`src/rtl/cnn_axi_wr_slave.sv`:
```
// cnn_axi_wr_slave
//   AXI3-style write-path slave (AW/W/B) that turns bursts into single-port
//   memory write strobes for the weight/config buffers in cnn_top.
//   One burst is outstanding at a time. FIXED, INCR and WRAP bursts are
//   supported; protocol violations give SLVERR and suppress the offending
//   and all later beats of that burst.
//
// Ports
//   clk, rst_n                      clock, asynchronous active-low reset
//   awid/awaddr/awlen/awsize/awbrust/awvalid/awready   write address channel
//   wid/wdata/wstrb/wlast/wvalid/wready                 write data channel
//   bid/bresp/buser/bvalid/bready                       write response channel
//   mem_we/mem_addr/mem_wdata/mem_wstrb                 registered memory write port
module cnn_axi_wr_slave #(
    parameter int DATA_WIDTH   = 32,
    parameter int ADDR_WIDTH   = 32,
    parameter int ID_MAX_WIDTH = 12,
    parameter int MEM_AW       = 10
) (
    input  logic                      clk,
    input  logic                      rst_n,
    input  logic [ID_MAX_WIDTH-1:0]   awid,
    input  logic [ADDR_WIDTH-1:0]     awaddr,
    input  logic [3:0]                awlen,
    input  logic [2:0]                awsize,
    input  logic [1:0]                awbrust,
    input  logic                      awvalid,
    output logic                      awready,
    input  logic [ID_MAX_WIDTH-1:0]   wid,
    input  logic [DATA_WIDTH-1:0]     wdata,
    input  logic [DATA_WIDTH/8-1:0]   wstrb,
    input  logic                      wlast,
    input  logic                      wvalid,
    output logic                      wready,
    output logic [ID_MAX_WIDTH-1:0]   bid,
    output logic [1:0]                bresp,
    output logic                      buser,
    output logic                      bvalid,
    input  logic                      bready,
    output logic                      mem_we,
    output logic [MEM_AW-1:0]         mem_addr,
    output logic [DATA_WIDTH-1:0]     mem_wdata,
    output logic [DATA_WIDTH/8-1:0]   mem_wstrb
);

    localparam int STRB_W = DATA_WIDTH / 8;
    localparam int B      = $clog2(STRB_W);
    localparam int WA_HI  = MEM_AW + B;   // first byte-address bit above the memory

    typedef enum logic [1:0] {IDLE, DATA, RESP} state_t;

    state_t                    state_reg, state_next;
    logic                      awready_reg, awready_next;
    logic [ID_MAX_WIDTH-1:0]   id_reg, id_next;
    logic [MEM_AW-1:0]         addr_reg, addr_next;
    logic [3:0]                len_reg, len_next;
    logic [1:0]                burst_reg, burst_next;
    logic [4:0]                beat_cnt_reg, beat_cnt_next;
    logic                      err_reg, err_next;
    logic                      mem_we_reg, mem_we_next;
    logic [MEM_AW-1:0]         mem_addr_reg, mem_addr_next;
    logic [DATA_WIDTH-1:0]     mem_wdata_reg, mem_wdata_next;
    logic [STRB_W-1:0]         mem_wstrb_reg, mem_wstrb_next;

    // Address-channel checks; the slices depend on parameters, so guard them.
    logic addr_lo_err, addr_hi_err, aw_err;

    generate
        if (B > 0) begin : g_lo
            assign addr_lo_err = |awaddr[(B > 0 ? B-1 : 0):0];
        end else begin : g_no_lo
            assign addr_lo_err = 1'b0;
        end
        if (WA_HI < ADDR_WIDTH) begin : g_hi
            assign addr_hi_err = |awaddr[ADDR_WIDTH-1:(WA_HI < ADDR_WIDTH ? WA_HI : 0)];
        end else begin : g_no_hi
            assign addr_hi_err = 1'b0;
        end
    endgenerate

    assign aw_err = (awsize != 3'(B))
                  | (awbrust == 2'b11)
                  | addr_hi_err
                  | addr_lo_err
                  | ((awbrust == 2'b10) && !(awlen inside {4'd1, 4'd3, 4'd7, 4'd15}));

    // Beat-level checks
    logic aw_hs, w_hs, last_match, beat_err, err_now, do_write;
    logic [MEM_AW-1:0] addr_inc, wrap_mask;

    assign aw_hs      = awvalid & awready_reg;
    assign w_hs       = wvalid & wready;
    assign last_match = (beat_cnt_reg == {1'b0, len_reg});
    assign beat_err   = (wid != id_reg) | (wlast != last_match);
    assign err_now    = err_reg | beat_err;
    // A beat that itself raises the error is already suppressed.
    assign do_write   = w_hs & ~err_now & (beat_cnt_reg <= {1'b0, len_reg});
    assign addr_inc   = addr_reg + 1'b1;
    assign wrap_mask  = MEM_AW'(len_reg);

    always_comb begin
        state_next     = state_reg;
        id_next        = id_reg;
        addr_next      = addr_reg;
        len_next       = len_reg;
        burst_next     = burst_reg;
        beat_cnt_next  = beat_cnt_reg;
        err_next       = err_reg;
        mem_we_next    = do_write;
        mem_addr_next  = mem_addr_reg;
        mem_wdata_next = mem_wdata_reg;
        mem_wstrb_next = mem_wstrb_reg;

        case (state_reg)
            IDLE: begin
                if (aw_hs) begin
                    id_next       = awid;
                    addr_next     = awaddr[WA_HI-1:B];
                    len_next      = awlen;
                    burst_next    = awbrust;
                    beat_cnt_next = '0;
                    err_next      = aw_err;
                    state_next    = DATA;
                end
            end
            DATA: begin
                if (w_hs) begin
                    err_next      = err_now;
                    // Saturate so a runaway burst never aliases back to beat 0.
                    beat_cnt_next = (&beat_cnt_reg) ? beat_cnt_reg : beat_cnt_reg + 5'd1;
                    case (burst_reg)
                        2'b01:   addr_next = addr_inc;
                        2'b10:   addr_next = (addr_reg & ~wrap_mask) | (addr_inc & wrap_mask);
                        default: addr_next = addr_reg;
                    endcase
                    if (wlast) begin
                        state_next = RESP;
                    end
                end
            end
            RESP: begin
                if (bready) begin
                    state_next = IDLE;
                end
            end
            default: state_next = IDLE;
        endcase

        if (do_write) begin
            mem_addr_next  = addr_reg;
            mem_wdata_next = wdata;
            mem_wstrb_next = wstrb;
        end
    end

    // awready is registered: it follows the state we are about to enter.
    assign awready_next = (state_next == IDLE);

    always_ff @(posedge clk or negedge rst_n) begin
        if (!rst_n) begin
            state_reg     <= IDLE;
            awready_reg   <= 1'b0;
            id_reg        <= '0;
            addr_reg      <= '0;
            len_reg       <= '0;
            burst_reg     <= '0;
            beat_cnt_reg  <= '0;
            err_reg       <= 1'b0;
            mem_we_reg    <= 1'b0;
            mem_addr_reg  <= '0;
            mem_wdata_reg <= '0;
            mem_wstrb_reg <= '0;
        end else begin
            state_reg     <= state_next;
            awready_reg   <= awready_next;
            id_reg        <= id_next;
            addr_reg      <= addr_next;
            len_reg       <= len_next;
            burst_reg     <= burst_next;
            beat_cnt_reg  <= beat_cnt_next;
            err_reg       <= err_next;
            mem_we_reg    <= mem_we_next;
            mem_addr_reg  <= mem_addr_next;
            mem_wdata_reg <= mem_wdata_next;
            mem_wstrb_reg <= mem_wstrb_next;
        end
    end

    assign awready   = awready_reg;
    assign wready    = (state_reg == DATA);
    assign bvalid    = (state_reg == RESP);
    assign bid       = bvalid ? id_reg : '0;
    assign bresp     = (bvalid && err_reg) ? 2'b10 : 2'b00;
    assign buser     = 1'b0;
    assign mem_we    = mem_we_reg;
    assign mem_addr  = mem_addr_reg;
    assign mem_wdata = mem_wdata_reg;
    assign mem_wstrb = mem_wstrb_reg;

endmodule
```
`config.mk`:
```
export PLATFORM = sky130hd
export DESIGN_NAME = cnn_axi_wr_slave
export DESIGN_NICKNAME = d
export VERILOG_FILES = /design/src/rtl/cnn_axi_wr_slave.sv
export SDC_FILE = /design/constraint.sdc
export NUM_CORES = 1
export LEC_CHECK = 0
export ABC_CLOCK_PERIOD_IN_PS = 3100
export CAP_MARGIN = 5
export CORE_MARGIN = 8
export CORE_UTILIZATION = 47
export DETAILED_ROUTE_END_ITERATION = 8
export PLACE_DENSITY = 0.92
export SETUP_SLACK_MARGIN = 0.1
export SLEW_MARGIN = 20
export SYNTH_ARGS = -nofsm -noshare
export SYNTH_HDL_FRONTEND = slang
export SYNTH_SLANG_ARGS = --single-unit
```
`constraint.sdc`:
```
create_clock -name clk -period 3.1 [get_ports clk]
set_input_delay 0.31 -clock clk [delete_from_list [all_inputs] [get_ports clk]]
set_output_delay 0.31 -clock clk [all_outputs]
set_load 0.01 [all_outputs]
```
==> results of run 1 <==
[critical path, cell delays in order, from the launching register on]
cell,delay (ps)
sky130_fd_sc_hd__dfrtp_1,420
sky130_fd_sc_hd__nor2b_1,690
sky130_fd_sc_hd__and2_2,260
sky130_fd_sc_hd__clkdlybuf4s50_1,530
[routing by layer]
layer  share of wire [%]  track usage (%)  wire (um)
met1                  39             21.5       4450
met2                  50             33.8       5760
met4                 2.1             6.95        240
met5                   0                0          0
met3                 8.9             6.10       1020
[placed cells by master, fill, tap and decap left out, drive strengths merged, types with 10 or more instances in the layout]
cell           count
a21oi             10
and2              13
clkbuf            10
clkdlybuf4s50    168
dfrtp             84
mux2              61
nand2             20
nor2              19
o21ai             24
xor2              14
[area by class of cell]
type	instances	area, um2
clock inverter	6	87.6
timing repair buffer	171	1720
inverter	6	22.5
fill	624	2570
clock buffer	10	128
tap	108	135
multi-input combinational	235	1910
sequential	84	2100
[through the flow]
stage | util [%] | std cells
floorplan | - | 340
global placement | 67.8 | 604
detailed placement | 67.8 | 604
CTS | 70.3 | 620
global route | 70.3 | 620
finish | 70.3 | 620
[path summary, 6_finish.rpt]
path                         startpoint  slack (ps)  depth (start not counted)           end
min                               rst_n          10                          1  mem_wdata[8]
max                        state_reg[0]         540                          3        bid[5]
max in group asynchronous         rst_n        2570                          1  mem_wdata[3]
min in group clk           mem_wdata[9]         510                          1  mem_wdata[9]
max reg2reg                state_reg[1]         680                          7   mem_addr[0]
min reg2reg                mem_wdata[9]         510                          1  mem_wdata[9]
[where the power goes]
group          leakage, nW  switching, mW  internal (mW)  total (mW)
Clock                0.111          0.388          0.456       0.844
Combinational         1.43          0.590          0.601        1.19
Sequential            1.11          0.229           1.32        1.55
Total                 2.64           1.21           2.37        3.58
[cell families after synthesis]
logic type	count (synthesis)	synth area share (%)
AO/OA/AOI/OAI	53	7.48
adder cells (fa/ha/maj)	7	2.10
XOR/XNOR	15	3.15
flip-flops	84	50.5
buffers and inverters	21	3.84
multiplexers	61	20.1
AND/OR/NAND/NOR	97	12.8
other	1	0.0900
==> results.ini, run 1 <==
[status]
outcome=complete, no violations

[yosys]
synth.most_common_cell=sky130_fd_sc_hd__dfrtp_1
seq_area_frac_synth_pct=50.5
postSynthRegisterBits=84
synthesis_warning_total=0
synth.cells.most_frequent=sky130_fd_sc_hd__dfrtp_1 (84), sky130_fd_sc_hd__mux2_4 (40), sky130_fd_sc_hd__o21ai_0 (24), sky130_fd_sc_hd__mux2_2 (21), sky130_fd_sc_hd__nand2_1 (20)
synth.distinct_cells=45
synthesis.area_per_instance_um2=12.3
synthDominantAreaCellType=sky130_fd_sc_hd__dfrtp_1
synth_top_cell_area_share_pct=50.5
synth_area_um2=4170
postSynth.asyncResetShare_pct=100
syn_inst=339
netlist_top_cells_area=sky130_fd_sc_hd__dfrtp_1 (50%), sky130_fd_sc_hd__mux2_4 (14%), sky130_fd_sc_hd__mux2_2 (5.7%)
synth-edff-count=0
postSynth.topFlopCell=sky130_fd_sc_hd__dfrtp_1

[power]
largest_vdd_supply_drop_mv=0.362
static_leakage_nw=2.64
p_per_area_nw_per_um2=587
power.total_mw=3.58

[timing]
fin_worst_hold_slack_ps=13.9
worst_case_headroom_to_the_max_slew_limit_pct=42.1
timing.fmax_mhz=391
fin_ws_ps=543
rsz_0062_raised_after_global_routing=false
finalClockSkew_ps=16.4
worst_slew_pin_slew_ps=866
final.setup.tns_ps=0
maxSlewViolCount=0
setup_violations=0
final_min_period_over_clock_period_pct=82.5
hold_viol_final=0
timing.final.crit_period_ps=2560

[clock_network]
clock_tree.root_cell=sky130_fd_sc_hd__clkbuf_8
clkTransAtPathRegs_ps=80
buffer_count_from_post_cts_setup_fixing=0
htree_num_levels=3
cts_repair_resize_count=0
number_of_buffers_created_by_cts=9
cts_tree=built
cts_sinks=84
ctsHoldBuffers=0
cts-root-to-sink-buffers=2
insertion_delay_ps=350

[drt]
route.vias.total=3310
detail_route.drc_violations=0
drtPass1Iterations=4
drt_wl_total_um=11500
drt_first_iter_violations=146
routed_wire_length_per_instance_um=18.5
drtAntennaViolNets=0
route.detailed.vias_per_inst=5.34

[global_route]
grt_start_max_net_pins=85
grt.overflow.total=0
grt_use_total_pct=19.3
grt_antenna_before_repair=0
grt_first_pass_wirelength_um=18200
number_of_global_route_vias_before_repair=3605

[worst_setup_path]
critPathRequiredTime_ps=2790
critical_path_start_type=flip-flop
crit_path_max_fanout=15
crit_path_end_kind=primary output
path_class=flip-flop to primary output
critical_path_arrival_ps=2250

[job]
drv.max_cap_violation_count=0

[placement]
dp_hpwl_um=8970
gp_congestion=0.835
placed_cell_area_um2=5880
buffer_ports.inserted=169
dpl_worst_slack_ps=540

[floorplanning]
io_pins=172
num_rows=34
die_area_um2=12100
design.core.area_um2=8680
initial_core_util_pct=48.0
die-width_um=110
fp.dieH_um=110

[cells_and_area]
insertedDiodeCount=0
area_growth_from_synthesis_to_layout_pct=46.5
largest_register_ff_count=32
nNetsFinal=621
layout.cell_area.non_filler_um2=6100
ratio_of_cells_with_drive_above_1_in_the_final_layout_pct=16.8

[hold_path]
min_path_type=input port to async pin

Power figures use the tool's default switching activity.
==> run 2: changes to the inputs <==
Settings changed: ABC_CLOCK_PERIOD_IN_PS 3100 to 2600, CORE_UTILIZATION 47 to 43, PLACE_DENSITY 0.92 to 0.85.
Clock period 3.1 ns to 2.6 ns, I/O delays scaled along.
==> run 2 against run 1 <==
  * Via count decreased by 0.33%
  * Count of clock-buffer cells in the layout decreased by 1
  * Sequential cell count unchanged
  * Sequential share of layout area decreased by 0.40 points
  * Global-route usage decreased by 1.8 points
  * Utilization decreased by 6.0 points
  * Register-to-register slack got worse by 440 ps
  * Non-clock buffer count increased by 5
  * The flow now finishes with violations (hold timing)
  * Total power increased by 18%
==> results.ini, run 2 (synthesized netlist as in run 1, its figures left out) <==
[clock_network]
number_of_buffers_created_by_cts=9  ; unchanged
cts_tree=built
clkTransAtPathRegs_ps=90  ; about the same
htree_num_levels=3  ; unchanged
cts_sinks=84  ; unchanged
clock_tree.root_cell=sky130_fd_sc_hd__clkbuf_8
ctsHoldBuffers=0  ; unchanged
cts-root-to-sink-buffers=2  ; unchanged
insertion_delay_ps=360  ; about the same

[timing]
maxSlewViolCount=0  ; unchanged
final.setup.tns_ps=0  ; unchanged
timing.final.crit_period_ps=2360
finalClockSkew_ps=9.28  ; -7.17 ps
worst_case_headroom_to_the_max_slew_limit_pct=47.7  ; +5.6 points
rsz_0062_raised_after_global_routing=false
setup_violations=0  ; unchanged
final_min_period_over_clock_period_pct=90.6
hold_viol_final=84  ; +84
worst_slew_pin_slew_ps=780  ; -86.1 ps
fin_worst_hold_slack_ps=-76.0  ; -90.0 ps
timing.fmax_mhz=424

[power]
static_leakage_nw=2.67  ; +0.78%
switching_portion_of_total_power_pct=34.8  ; +1.1 points
largest_vdd_supply_drop_mv=0.315  ; -13%
pwr-share-comb_pct=34.2  ; +1.0 points
clkPwrFrac_pct=22.3  ; -1.3 points
netSwitchingPower_mw=1.47  ; +22%
power_report.internal_total_mw=2.76  ; +16%
p_per_area_nw_per_um2=686  ; +17%
relative_contribution_of_sequential_cells_to_total_power_pct=43.5  ; +0.3 points

[floorplanning]
io_pins=172  ; unchanged
fp.dieH_um=114  ; +3.9%
initial_core_util_pct=43.4  ; -4.6 points
design.core.area_um2=9590  ; +11%
die_area_um2=13100  ; +7.9%
die-width_um=114  ; +3.9%
num_rows=36  ; +5.9%

[cells_and_area]
final_cell_count_no_fill=650  ; +4.8%
regArea_um2=2100  ; unchanged
insertedDiodeCount=0  ; unchanged
most_frequent_cells_in_the_layout=sky130_fd_sc_hd__clkdlybuf4s50_1 (168), sky130_fd_sc_hd__dfrtp_1 (84), sky130_fd_sc_hd__mux2_4 (40)
area_growth_from_synthesis_to_layout_pct=48.2
fillers=744  ; +19%
largest_register_ff_count=32  ; unchanged
layout.cells.most_common=sky130_fd_sc_hd__clkdlybuf4s50_1
ratio_of_cells_with_drive_above_1_in_the_final_layout_pct=18.2  ; +1.4 points
nNetsFinal=626  ; +0.81%
multiInputGateArea_um2=1920  ; +0.39%

[job]
drv.max_cap_violation_count=0  ; unchanged

[drt]
drtAntennaViolNets=0  ; unchanged
drtPass1Iterations=4  ; unchanged
route.detailed.vias_per_inst=5.08  ; -4.9%
routedLengthMet1_um=4530  ; +1.7%
dr.max_layer_used=met4
drt_first_iter_violations=190  ; +30%
wl_met3_um=1000  ; -2.2%
detail_route.drc_violations=0  ; unchanged
routed_wire_length_per_instance_um=17.3  ; -6.5%
wl_met2_um=5450  ; -5.3%
drt_wl_total_um=11300  ; -1.9%
route.vias.total=3299  ; -0.33%

[global_route]
number_of_global_route_vias_before_repair=3503  ; -2.8%
grt_first_pass_wirelength_um=17900  ; -1.8%
grt_use_total_pct=17.5  ; -1.8 points
grt_start_max_net_pins=85  ; unchanged
grt_antenna_before_repair=0  ; unchanged
grt.overflow.total=0  ; unchanged

[placement]
buffer_ports.inserted=169  ; unchanged
gp_congestion=0.814  ; -2.5%
dp_hpwl_um=8850  ; -1.4%
placed_cell_count=634  ; +5.0%

[worst_setup_path]
crit_path_max_fanout=21  ; +6
cpMostUsedCell=sky130_fd_sc_hd__a21o_1
slack_of_the_worst_reg_to_reg_path_ps=240  ; -440 ps
setup.worst_path.start=beat_cnt_reg[2]
crit_chain=ha_1, a21o_1, a21o_1, a2bb2o_1, and4_2, buf_12, mux2_2
critical_path_arrival_ps=2610  ; +360 ps
crit_path_max_incr_delay_ps=440  ; -250 ps
beginning_of_the_worst_register_to_register_path=beat_cnt_reg[2]
critical_path_start_type=flip-flop
crit_path_end_kind=flip-flop
critPathRequiredTime_ps=2850  ; +60 ps
path_class=flip-flop to flip-flop
critPathSlowestCell=sky130_fd_sc_hd__dfrtp_1

[status]
outcome=finished with violations
failing_checks=hold timing

[hold_path]
min_path_type=input port to async pin

[run 2: cell types whose count changed in the layout (fill, tap and decap cells not counted)]
cell                         delta
sky130_fd_sc_hd__buf_4          +4
sky130_fd_sc_hd__buf_12         +1
sky130_fd_sc_hd__bufinv_16      -1
sky130_fd_sc_hd__clkbuf_1       -1
sky130_fd_sc_hd__clkinvlp_4     +1
sky130_fd_sc_hd__inv_6          +1
sky130_fd_sc_hd__nor2b_1        -1
sky130_fd_sc_hd__nor2b_2        +1
sky130_fd_sc_hd__nor3b_1        -1
sky130_fd_sc_hd__nor3b_2        +1
[run 2: routing by layer]
layer,vias up,GRT usage [%]
met1,1590,19.8
met3,19,6.59
li1,1541,-
met4,0,7.36
met5,-,0
met2,149,29.0
[run 2: power groups by stage]
stage / registers (mW) / clock network (mW) / logic, mW
6_report: 1.84 / 0.943 / 1.45
5_1_grt: 1.89 / 1.03 / 1.61
4_1_cts: 1.84 / 0.968 / 1.44
3_5_place_dp: 1.87 / 0 / 1.44
3_3_place_gp: 1.85 / 0 / 1.39
2_1_floorplan: 1.79 / 0 / 0.947
[run 2: path summary, 6_finish.rpt]
path / endpoint / depth (start not counted)
min in group clk: flip-flop / 3
max in group asynchronous: beat_cnt_reg[4] / 1
max: mem_wdata[30] / 7
min reg2reg: mem_wstrb[3] / 1
max reg2reg: mem_wdata[30] / 7
min: mem_wdata[1] / 1
[run 2: cell type report]
type	instances	share of cell area (%)
clock buffers	9	2.01
well taps	133	2.70
repair buffers	176	28.7
multi-input cells	235	31.0
flip-flops and latches	84	34.0
inverters	6	0.365
clock inverters	7	1.20
[run 2: worst max-delay path, delay by kind of cell (launching register included)]
family,cells,cell delay [ps]
AO/OA/AOI/OAI,3,590
flip-flops,1,440
multiplexers,1,350
adder cells (fa/ha/maj),1,330
AND/OR/NAND/NOR,1,310
buffers and inverters,1,220
[run 2: what timing repair did]
action                                  4_1_cts  5_1_grt
resized for setup                             0        2
setup buffers                                 0        0
endpoints found under the setup margin        0       30
[run 2: per-stage QoR]
stage	area (um2)	setup slack [ps]	total power, mW	util, %
6_report	6170	243	4.24	64.4
5_1_grt	6170	123	4.52	64.4
4_1_cts	6160	173	4.25	64.2
3_5_place_dp	5970	103	3.30	62.2
3_3_place_gp	5970	185	3.24	62.2
2_1_floorplan	4170	480	2.74	-
